### config.mk
export PLATFORM = sky130hd
export DESIGN_NAME = ihex_loader
export DESIGN_NICKNAME = d
export VERILOG_FILES = /design/src/rtl/ihex_pkg.sv /design/src/rtl/ihex_ascii2nib.sv /design/src/rtl/ihex_loader.sv
export SDC_FILE = /design/constraint.sdc
export NUM_CORES = 1
export LEC_CHECK = 0
export ABC_AREA = 1
export CORE_ASPECT_RATIO = 0.75
export CORE_MARGIN = 4
export CORE_UTILIZATION = 40
export DETAILED_ROUTE_END_ITERATION = 10
export GPL_TIMING_DRIVEN = 0
export HOLD_SLACK_MARGIN = 0.1
export SLEW_MARGIN = 20
export SYNTH_ARGS = -nofsm -noshare
export SYNTH_HDL_FRONTEND = slang
export SYNTH_SLANG_ARGS = --single-unit
### constraint.sdc
create_clock -name i_clk -period 2.2 [get_ports i_clk]
set_clock_uncertainty 0.1 [all_clocks]
set_input_delay 0.44 -clock i_clk [delete_from_list [all_inputs] [get_ports i_clk]]
set_output_delay 0.44 -clock i_clk [all_outputs]
set_load 0.01 [all_outputs]
### src/rtl/ihex_pkg.sv
// Shared types and constants for the Intel HEX loader.
package ihex_pkg;

    // Parser position within a record
    typedef enum logic [2:0] {
        IDLE    = 3'd0,
        COUNT   = 3'd1,
        ADDR_HI = 3'd2,
        ADDR_LO = 3'd3,
        TYPE    = 3'd4,
        DATA    = 3'd5,
        CSUM    = 3'd6
    } state_t;

    // Record types acted upon; all others are parsed and ignored
    localparam logic [7:0] REC_DATA = 8'h00;
    localparam logic [7:0] REC_EOF  = 8'h01;
    localparam logic [7:0] REC_ELA  = 8'h04;

    // Error codes reported on o_err_code
    localparam logic [1:0] ERR_BAD_CHAR = 2'd0;
    localparam logic [1:0] ERR_CSUM     = 2'd1;
    localparam logic [1:0] ERR_OVERRUN  = 2'd2;
    localparam logic [1:0] ERR_COLON    = 2'd3;

    // Record start character
    localparam logic [7:0] CHAR_COLON = 8'h3A;

endpackage

### src/rtl/ihex_ascii2nib.sv
// Combinational ASCII hex digit decoder: 0-9, A-F, a-f -> nibble + valid.
module ihex_ascii2nib (
    input  logic [7:0] ch,
    output logic [3:0] nib,
    output logic       valid
);

    // Decode one character; letters share the low nibble 1..6 in both cases
    always_comb begin
        nib   = 4'h0;
        valid = 1'b0;
        if (ch >= 8'h30 && ch <= 8'h39) begin
            nib   = ch[3:0];
            valid = 1'b1;
        end else if ((ch >= 8'h41 && ch <= 8'h46) || (ch >= 8'h61 && ch <= 8'h66)) begin
            nib   = ch[3:0] + 4'd9;
            valid = 1'b1;
        end
    end

endmodule

### src/rtl/ihex_loader.sv
// Intel HEX record parser driving a byte-wide memory write port.
// Optional build macro IHEX_CHECKSUM_EN: verify the record checksum and
// gate EOF / extended-linear-address effects on it; without it the
// checksum byte is consumed but never compared.
module ihex_loader
    import ihex_pkg::*;
#(
    parameter int ADDR_W = 32
) (
    input  logic              i_clk,
    input  logic              i_rst_n,
    input  logic              i_rdy,
    input  logic [7:0]        i_data,
    output logic              o_mem_valid,
    input  logic              i_mem_ready,
    output logic [ADDR_W-1:0] o_mem_addr,
    output logic [7:0]        o_mem_data,
    output logic              o_busy,
    output logic              o_done,
    output logic              o_err,
    output logic [1:0]        o_err_code
);

    state_t      state;
    state_t      state_next;

    logic        phase;      // 1: high nibble held, waiting for the low one
    logic [3:0]  hi_nib;
    logic [7:0]  count;
    logic [15:0] rec_addr;
    logic [7:0]  rec_type;
    logic [7:0]  idx;
    logic [15:0] ela;
    logic [15:0] ela_new;

    logic [3:0]  nib;
    logic        hex_valid;
    logic        is_colon;
    logic [7:0]  byte_val;
    logic        csum_pass;

    logic        start;
    logic        nib_take;
    logic        byte_done;
    logic        wr_accept;
    logic        commit;
    logic        err_pulse;
    logic [1:0]  err_kind;

    logic [15:0] wr_offset;
    logic [31:0] wr_addr_full;

    ihex_ascii2nib u_nib (
        .ch    (i_data),
        .nib   (nib),
        .valid (hex_valid)
    );

    assign is_colon     = (i_data == CHAR_COLON);
    assign byte_val     = {hi_nib, nib};
    assign wr_offset    = rec_addr + {8'h00, idx};
    assign wr_addr_full = {ela, wr_offset};
    assign o_busy       = (state != IDLE);

`ifdef IHEX_CHECKSUM_EN
    logic [7:0] csum;
    logic [7:0] csum_sum;

    assign csum_sum  = csum + byte_val;
    assign csum_pass = (csum_sum == 8'h00);

    // Running sum of every byte in the record, cleared on each ':'
    always_ff @(posedge i_clk or negedge i_rst_n) begin
        if (!i_rst_n) begin
            csum <= 8'h00;
        end else if (start) begin
            csum <= 8'h00;
        end else if (byte_done) begin
            csum <= csum_sum;
        end
    end
`else
    assign csum_pass = 1'b1;
`endif

    // State register
    always_ff @(posedge i_clk or negedge i_rst_n) begin
        if (!i_rst_n) begin
            state <= IDLE;
        end else begin
            // NOTE: registers use non-blocking assignments so every flop
            // samples pre-edge values regardless of block ordering.
            state <= state_next;
        end
    end

    // Next-state decode plus per-character strobes for the datapath
    always_comb begin
        // NOTE: every output gets a default first so no path leaves a
        // variable unassigned, which would otherwise infer a latch.
        state_next = state;
        start      = 1'b0;
        nib_take   = 1'b0;
        byte_done  = 1'b0;
        wr_accept  = 1'b0;
        commit     = 1'b0;
        err_pulse  = 1'b0;
        err_kind   = ERR_BAD_CHAR;
        if (i_rdy) begin
            if (state == IDLE) begin
                if (is_colon) begin
                    state_next = COUNT;
                    start      = 1'b1;
                end
            end else if (is_colon) begin
                state_next = COUNT;
                start      = 1'b1;
                err_pulse  = 1'b1;
                err_kind   = ERR_COLON;
            end else if (!hex_valid) begin
                state_next = IDLE;
                err_pulse  = 1'b1;
                err_kind   = ERR_BAD_CHAR;
            end else begin
                nib_take = 1'b1;
                if (phase) begin
                    byte_done = 1'b1;
                    case (state)
                        COUNT:   state_next = ADDR_HI;
                        ADDR_HI: state_next = ADDR_LO;
                        ADDR_LO: state_next = TYPE;
                        TYPE:    state_next = (count != 8'h00) ? DATA : CSUM;
                        DATA: begin
                            if (idx == count - 8'd1) begin
                                state_next = CSUM;
                            end
                            if (rec_type == REC_DATA) begin
                                // A write retiring this very cycle frees the slot
                                if (o_mem_valid && !i_mem_ready) begin
                                    err_pulse = 1'b1;
                                    err_kind  = ERR_OVERRUN;
                                end else begin
                                    wr_accept = 1'b1;
                                end
                            end
                        end
                        CSUM: begin
                            state_next = IDLE;
                            if (csum_pass) begin
                                commit = 1'b1;
                            end else begin
                                err_pulse = 1'b1;
                                err_kind  = ERR_CSUM;
                            end
                        end
                        default: state_next = IDLE;
                    endcase
                end
            end
        end
    end

    // Record fields: nibble assembly, header capture, data index, ELA
    always_ff @(posedge i_clk or negedge i_rst_n) begin
        if (!i_rst_n) begin
            phase    <= 1'b0;
            hi_nib   <= 4'h0;
            count    <= 8'h00;
            rec_addr <= 16'h0000;
            rec_type <= 8'h00;
            idx      <= 8'h00;
            ela      <= 16'h0000;
            ela_new  <= 16'h0000;
        end else begin
            if (start) begin
                phase <= 1'b0;
            end else if (nib_take) begin
                phase <= ~phase;
                if (!phase) begin
                    hi_nib <= nib;
                end
            end
            if (byte_done) begin
                case (state)
                    COUNT:   count <= byte_val;
                    ADDR_HI: rec_addr[15:8] <= byte_val;
                    ADDR_LO: rec_addr[7:0] <= byte_val;
                    TYPE: begin
                        rec_type <= byte_val;
                        idx      <= 8'h00;
                    end
                    DATA: begin
                        idx <= idx + 8'd1;
                        if (idx == 8'd0) ela_new[15:8] <= byte_val;
                        if (idx == 8'd1) ela_new[7:0]  <= byte_val;
                    end
                    default: ;
                endcase
            end
            if (commit && rec_type == REC_ELA) begin
                ela <= ela_new;
            end
        end
    end

    // Outputs: write port handshake, sticky done, error pulse and code
    always_ff @(posedge i_clk or negedge i_rst_n) begin
        if (!i_rst_n) begin
            o_mem_valid <= 1'b0;
            o_mem_addr  <= '0;
            o_mem_data  <= 8'h00;
            o_done      <= 1'b0;
            o_err       <= 1'b0;
            o_err_code  <= ERR_BAD_CHAR;
        end else begin
            if (o_mem_valid && i_mem_ready) begin
                o_mem_valid <= 1'b0;
            end
            if (wr_accept) begin
                o_mem_valid <= 1'b1;
                o_mem_addr  <= ADDR_W'(wr_addr_full);
                o_mem_data  <= byte_val;
            end
            if (start) begin
                o_done <= 1'b0;
            end else if (commit && rec_type == REC_EOF) begin
                o_done <= 1'b1;
            end
            o_err <= err_pulse;
            if (err_pulse) begin
                o_err_code <= err_kind;
            end
        end
    end

endmodule

# Yosys cells after proc, flatten, opt, wreduce, memory -nomap -nowiden
# Index checks and enable logic that the tools add are counted.
[classes] add_sub_neg=4 magnitude_cmp=6 eq_ne=14 n_mux=60 bitwise_logic=2 reduce_logical=27
[ops] cell="$mux 1" n=41
[ops] cell="$mux 2" n=9
[ops] cell="$mux 3" n=6
[ops] cell="$add 16x8->16" n=1
[ops] cell="$eq 8x1->1 const B" n=2
[ops] cell="$ge 8x7->1 const B" n=2
[ops] cell="$le 8x7->1 const B" n=2
[ops] cell="$logic_not 8->1" n=2
[ops] cell="$pmux 8 s2" n=1
[ops] cell="$pmux 3 s5" n=1
[ops] cell="$reduce_and 2->1" n=5
[ops] cell="$eq 3x3->1 const B" n=3
[ops] cell="$reduce_and 3->1" n=3
[ops] cell="$add 8x1->8 const B" n=1
[ops] cell="$eq 8x3->1 const B" n=1
[ops] cell="$eq 8x6->1 const B" n=1
[ops] cell="$eq 8x8->1" n=1
[ops] cell="$ge 8x6->1 const B" n=1
[ops] cell="$le 8x6->1 const B" n=1
[ops] cell="$mux 4" n=2
[ops] cell="$reduce_bool 2->1" n=4
[ops] cell="$reduce_bool 8->1" n=1
[ops] cell="$sub 8x1->8 const B" n=1
[ops] cell="$logic_and 1x1->1" n=7
[ops] cell="other kinds (12)" n=14
[totals] register_bits=125 input_bits=12 out_inout_bits=46 wordCells=130

# Logic depth before layout (Yosys ltp)
[logic_depth] word_depth=12 depth_mapped=14 ltp_nobuf=14

# Cells and area by module
# Synthesis repeated with hierarchy kept, for this count alone.
[unflattened] cells_unflattened=745 area_unflattened_um2=6118.4
[modules_own_cells] mod="ihex_loader" instances=1 cells_each=712 area_each_um2=5943.2 seq_area_each_um2=3128.0
[modules_own_cells] mod="ihex_ascii2nib" instances=1 cells_each=33 area_each_um2=175.2 seq_area_each_um2=0.0

# Least setup slack after synthesis
# OpenSTA, ideal clock, no wires.
[synth_path] path_kind="reg-to-reg" start="reg idx[0]" end="reg o_mem_addr[14]" arrival_time_ps=1920 required_ps=1984 slack_ps=63 stages_incl_launch_ff=12 path_buffers=0 period_less_slack_ps=2137 cell_sequence="dfrtp_1 ha_1 inv_1 fa_1 nand3b_1 nand2_1 nand2_1 a21boi_0 nand3_1 xor2_1 nand2_1 nand2_1"
[synth_via] elab_chain_len=1
[synth_lines] item="start: declaration" line_no="ihex_loader.sv:32" text="logic [7:0] idx;"
[synth_lines] item="start signal: assignment" line_no="ihex_loader.sv:193" text="idx <= idx + 8'd1;"
[synth_lines] item="$add 16x8->16" line_no="ihex_loader.sv:61" text="assign wr_offset = rec_addr + {8'h00, idx};"
[synth_lines] item="end signal: assignment" line_no="ihex_loader.sv:221" text="o_mem_addr <= ADDR_W'(wr_addr_full);"
[synth_lines] item="end: declaration" line_no="ihex_loader.sv:16" text="output logic [ADDR_W-1:0] o_mem_addr,"
# Every way passes these cells.
# A chain may end at the register's enable or synchronous reset.

# Worst setup path in the final report
[layout_path] start="reg state[1]" end="out o_busy"
[layout_via] elab_chain_len=1
[layout_lines] item="start: declaration" line_no="ihex_loader.sv:24" text="state_t state;"
[layout_lines] item="start signal: assignment" line_no="ihex_loader.sv:93" text="state <= state_next;"
[layout_lines] item="$reduce_bool 3->1" line_no="ihex_loader.sv:63" text="assign o_busy = (state != IDLE);"
[layout_lines] item="end: declaration" line_no="ihex_loader.sv:18" text="output logic o_busy,"
# Every way passes these cells.

==> summary.md <==
| Metric | Value |
|---|---|
| FF+latch count, synth | 125 |
| Critical Path Source | state[1] |
| Number of non-filler instances in the completed layout | 1,032 |
| Placer congestion estimate | 0.8292 |
| Clock latency at the later pin of the worst-skew pair | 420 ps |
| Syn_nets | 755 |
| Height of the chip | 115.0 µm |
| Post-synthesis cell count | 725 |
| Share of Yosys cell area claimed by the top area cell type | 51.19% |
| Crit end category | primary output |
| Compound-cell area share of the yosys netlist | 11.18% |
| Number of antenna violations at the first check in global routing | 0 |
| Stage delay of the slowest cell on the critical path | 460 ps |
| First-pass iteration count of the detailed router | 5 |
| Upper clock frequency limit | 466.6 MHz |
| Total via count in the routed design | 5,145 |
| Sequential area share after synthesis | 51.19% |
| Final slew viol count | 0 |
| CTS tree | done |
| Maximum count of clock buffers along a single path | 2 |
| Fraction of final layout cells with drive strength greater than 1 | 14.66% |
| Critical path fanouts, max | 4 |
| Total area of multi-input combinational cells | 2671 µm² |
| Clock edge transition at the registers on the reported setup and hold paths | 60 ps |
| Initial DRC count | 326 |
| Power density normalized to cell area | 780.9 nW/µm² |
| Remaining design rule violation count | 0 |
| Period utilisation layout | 97.42% |
| Worst Hold Slack | 382.7 ps |
| Fin area | 7874 µm² |
| Final worst path period need | 2143 ps |
| Maximum Capacitance Violations | 0 |
| Largest family of logic cells by synthesized area | simple AND/OR/NAND/NOR gates |
| CTS Root Cell | clkbuf_16 |
| Syn_area_per_cell | 8.429 µm² |
| Post-synthesis mux area share | 0% |
| Per-cell routed wire length | 14.84 µm |
| Worst R2R Start | idx[0] |
| Register area | 3134 µm² |
| Placed inst area | 6960 µm² |
| Worst Hold Launch | o_mem_addr[9] |
| Kind of start point of the critical path | flip-flop |
| Cell taking the most area after synthesis | dfrtp_1 |
| Share of synthesized cell area in and, or, nand and nor gates | 23.71% |
| Post-layout util | 53.59% |
| Number of input and output port buffers inserted | 57 |
| Path type of the worst setup path | reg2out |
| Core Box Area | 14,690 µm² |
| Via count of the first global-routing pass | 5,130 |
| Number of sinks driven by the clock tree | 125 |
| Crit path DAT | 1600 ps |
| Synth Area in Adders | 3.808% |
| Maximum number of pins on one net before global-route repair | 86 |
| Run status | complete, no violations |
| Final setup vio count | 0 |
| Final wirelength | 15,320 µm |
| Worst slew margin relative to its limit | 66.96% |
| Largest vdd supply drop | 0.5618 mV |
| Post-Synthesis Cell Area | 6111 µm² |
| Number of nets in the layout | 849 |
| Xor and xnor area share after synthesis | 3.153% |
| Lkg Pwr | 3.791 nW |
| Endpoint required time on the critical path | 1660 ps |
| Count of pins on the block boundary | 58 |
| Library cell contributing the largest single delay on the critical path | dfrtp_2 |
| GR Util All Layers | 18.68% |
| Synthesis-to-layout area growth | 28.85% |
| Htree depth | 4 |
| Number of standard-cell rows in the floorplan | 38 |
| Starting density of the core | 41.59% |
| Unrepaired setup endpoints after global routing | true |
| Ranking of synthesized cells by area | dfrtp_1 (51%), nand2_1 (13%), o21ai_0 (7.1%), inv_1 (4.9%), ha_1 (3.5%) |
| Global-route wire length before repair | 25,340 µm |
| Antenna Diode Count | 0 |
| Tightest Hold Check Type | reg2reg |
| Die Footprint | 17,340 µm² |
| Final hold violation count | 0 |
| Cells traversed along the worst timing path | nor2_4 > inv_1 > nor2_4 > inv_1 > dlygate4sd2_1 |
| Layout filler cell count | 1,361 |
| Sum Neg Setup Slack | 0 ps |
| DPL Wire Length | 10,720 µm |
| Total of warnings raised by yosys | 0 |
| Final ANT Viol Nets | 0 |
| Worst Max-Slew Pin Slew | 493.8 ps |
| Die Span X | 150.7 µm |
| Count of cell types in the netlist | 37 |
| Number of clock buffers inserted by TritonCTS | 17 |
| Per-cell via count in the routed design | 4.985 |
| Placed cell count | 983 |
| Global route overflow | 0 |
==> registers in the layout (all words and copies together), names as in the netlist, 2 cells and up <==
signal	count
o_mem_addr	32
ela	16
ela_new	16
rec_addr	16
count	8
idx	8
o_mem_data	8
rec_type	8
hi_nib	4
state	3
o_err_code	2
==> where the power goes <==
| part | switching [mW] | total [mW] | internal [mW] |
|---|---|---|---|
| combinational | 0.563 | 0.825 | 0.263 |
| clock | 1.10 | 2.85 | 1.75 |
| sequential | 0.0773 | 2.47 | 2.40 |
| total | 1.74 | 6.15 | 4.41 |
==> synthesized netlist by cell type, drive strengths merged <==
| cell type | n |
|---|---|
| a21boi | 1 |
| a21oi | 9 |
| a31oi | 2 |
| and3 | 1 |
| buf | 14 |
| clkbuf | 7 |
| dfrtp | 125 |
| fa | 1 |
| ha | 17 |
| inv | 82 |
| nand2 | 212 |
| nand3 | 34 |
| nand3b | 1 |
| nand4 | 12 |
| nor2 | 48 |
| nor3 | 11 |
| nor3b | 1 |
| nor4 | 4 |
| o21a | 1 |
| o21ai | 116 |
| o21bai | 1 |
| or2 | 3 |
| xnor2 | 5 |
| xor2 | 17 |
==> worst max-delay path: cells and delay by family, from the launching register on <==
family | cells | cell delay [ps]
flip-flops | 1 | 460
buffers and inverters | 3 | 450
AND/OR/NAND/NOR | 2 | 270
==> final cells by class <==
class / instances / share of cell area [%]
buffer: 20 / 1.796
clock buffer: 19 / 5.752
clock inverter: 13 / 1.939
inverter: 82 / 3.957
multi-input combinational: 497 / 33.93
sequential: 125 / 39.81
tap: 200 / 3.178
timing repair buffer: 76 / 9.646
==> per-stage QoR <==
step                      worst slack [ps]  power (mW)
after floorplan                      63.36       2.947
after global placement               -4105       3.237
after detailed placement            -857.0       3.273
after CTS                            7.301       6.153
after global routing                -71.25       6.426
final                                56.71       6.149
==> layout by cell type (no fill, tap or decap), types with 4 or more instances in the layout <==
| cell type | netlist | layout |
|---|---|---|
| nand2_1 | 209 | 208 |
| dfrtp_1 | 125 | 120 |
| o21ai_0 | 87 | 86 |
| inv_1 | 79 | 73 |
| clkdlybuf4s50_1 | 0 | 51 |
| nor2_1 | 42 | 40 |
| nand3_1 | 30 | 26 |
| o21ai_1 | 23 | 24 |
| buf_4 | 2 | 20 |
| xor2_1 | 17 | 17 |
| clkbuf_16 | 0 | 17 |
| ha_1 | 17 | 14 |
| nand4_1 | 10 | 10 |
| a21oi_1 | 9 | 9 |
| inv_2 | 3 | 8 |
| buf_2 | 7 | 7 |
| nor3_1 | 8 | 7 |
| nand3_2 | 4 | 7 |
| nor2_4 | 3 | 6 |
| o21ai_2 | 6 | 6 |
| xnor2_1 | 5 | 5 |
| inv_6 | 0 | 5 |
| dfrtp_2 | 0 | 5 |
| nor4_1 | 4 | 4 |
==> kinds of logic (layout without fill, tap and decap cells) <==
logic type	count (synthesis)	after routing
AO/OA/AOI/OAI	130	130
flip-flops	125	125
buffers and inverters	103	210
AND/OR/NAND/NOR	327	327
adder cells (fa/ha/maj)	18	18
XOR/XNOR	22	22
==> layer usage <==
metal | wire length, µm | up-vias | global-route usage [%] | share of wire (%)
met5 | 0 | - | 0 | 0
met1 | 7202 | 2469 | 26.70 | 47
met4 | 231 | 0 | 7.488 | 1.5
met3 | 794 | 17 | 2.994 | 5.2
met2 | 7088 | 137 | 28.63 | 46
li1 | - | 2522 | - | -
==> timing repair <==
| item | 4_1_cts | 5_1_grt |
|---|---|---|
| endpoints found under the hold margin | 40 | 0 |
| pin swaps | 6 | 12 |
| gates cloned | 1 | 0 |
| setup endpoints to repair | 124 | 112 |
| resized for setup | 31 | 26 |
| hold buffers | 1 | 0 |
| setup buffers | 4 | 12 |
==> final timing paths <==
check,to,slack (ps),cells past startpoint
max in group asynchronous,state[1],840,3
min,o_mem_addr[9],380,2
max,o_busy,60,5
max reg2reg,o_mem_addr[14],70,11
min in group asynchronous,o_mem_addr[13],400,2
min reg2reg,o_mem_addr[9],380,2
No activity file was read; power rests on OpenSTA's default activity.
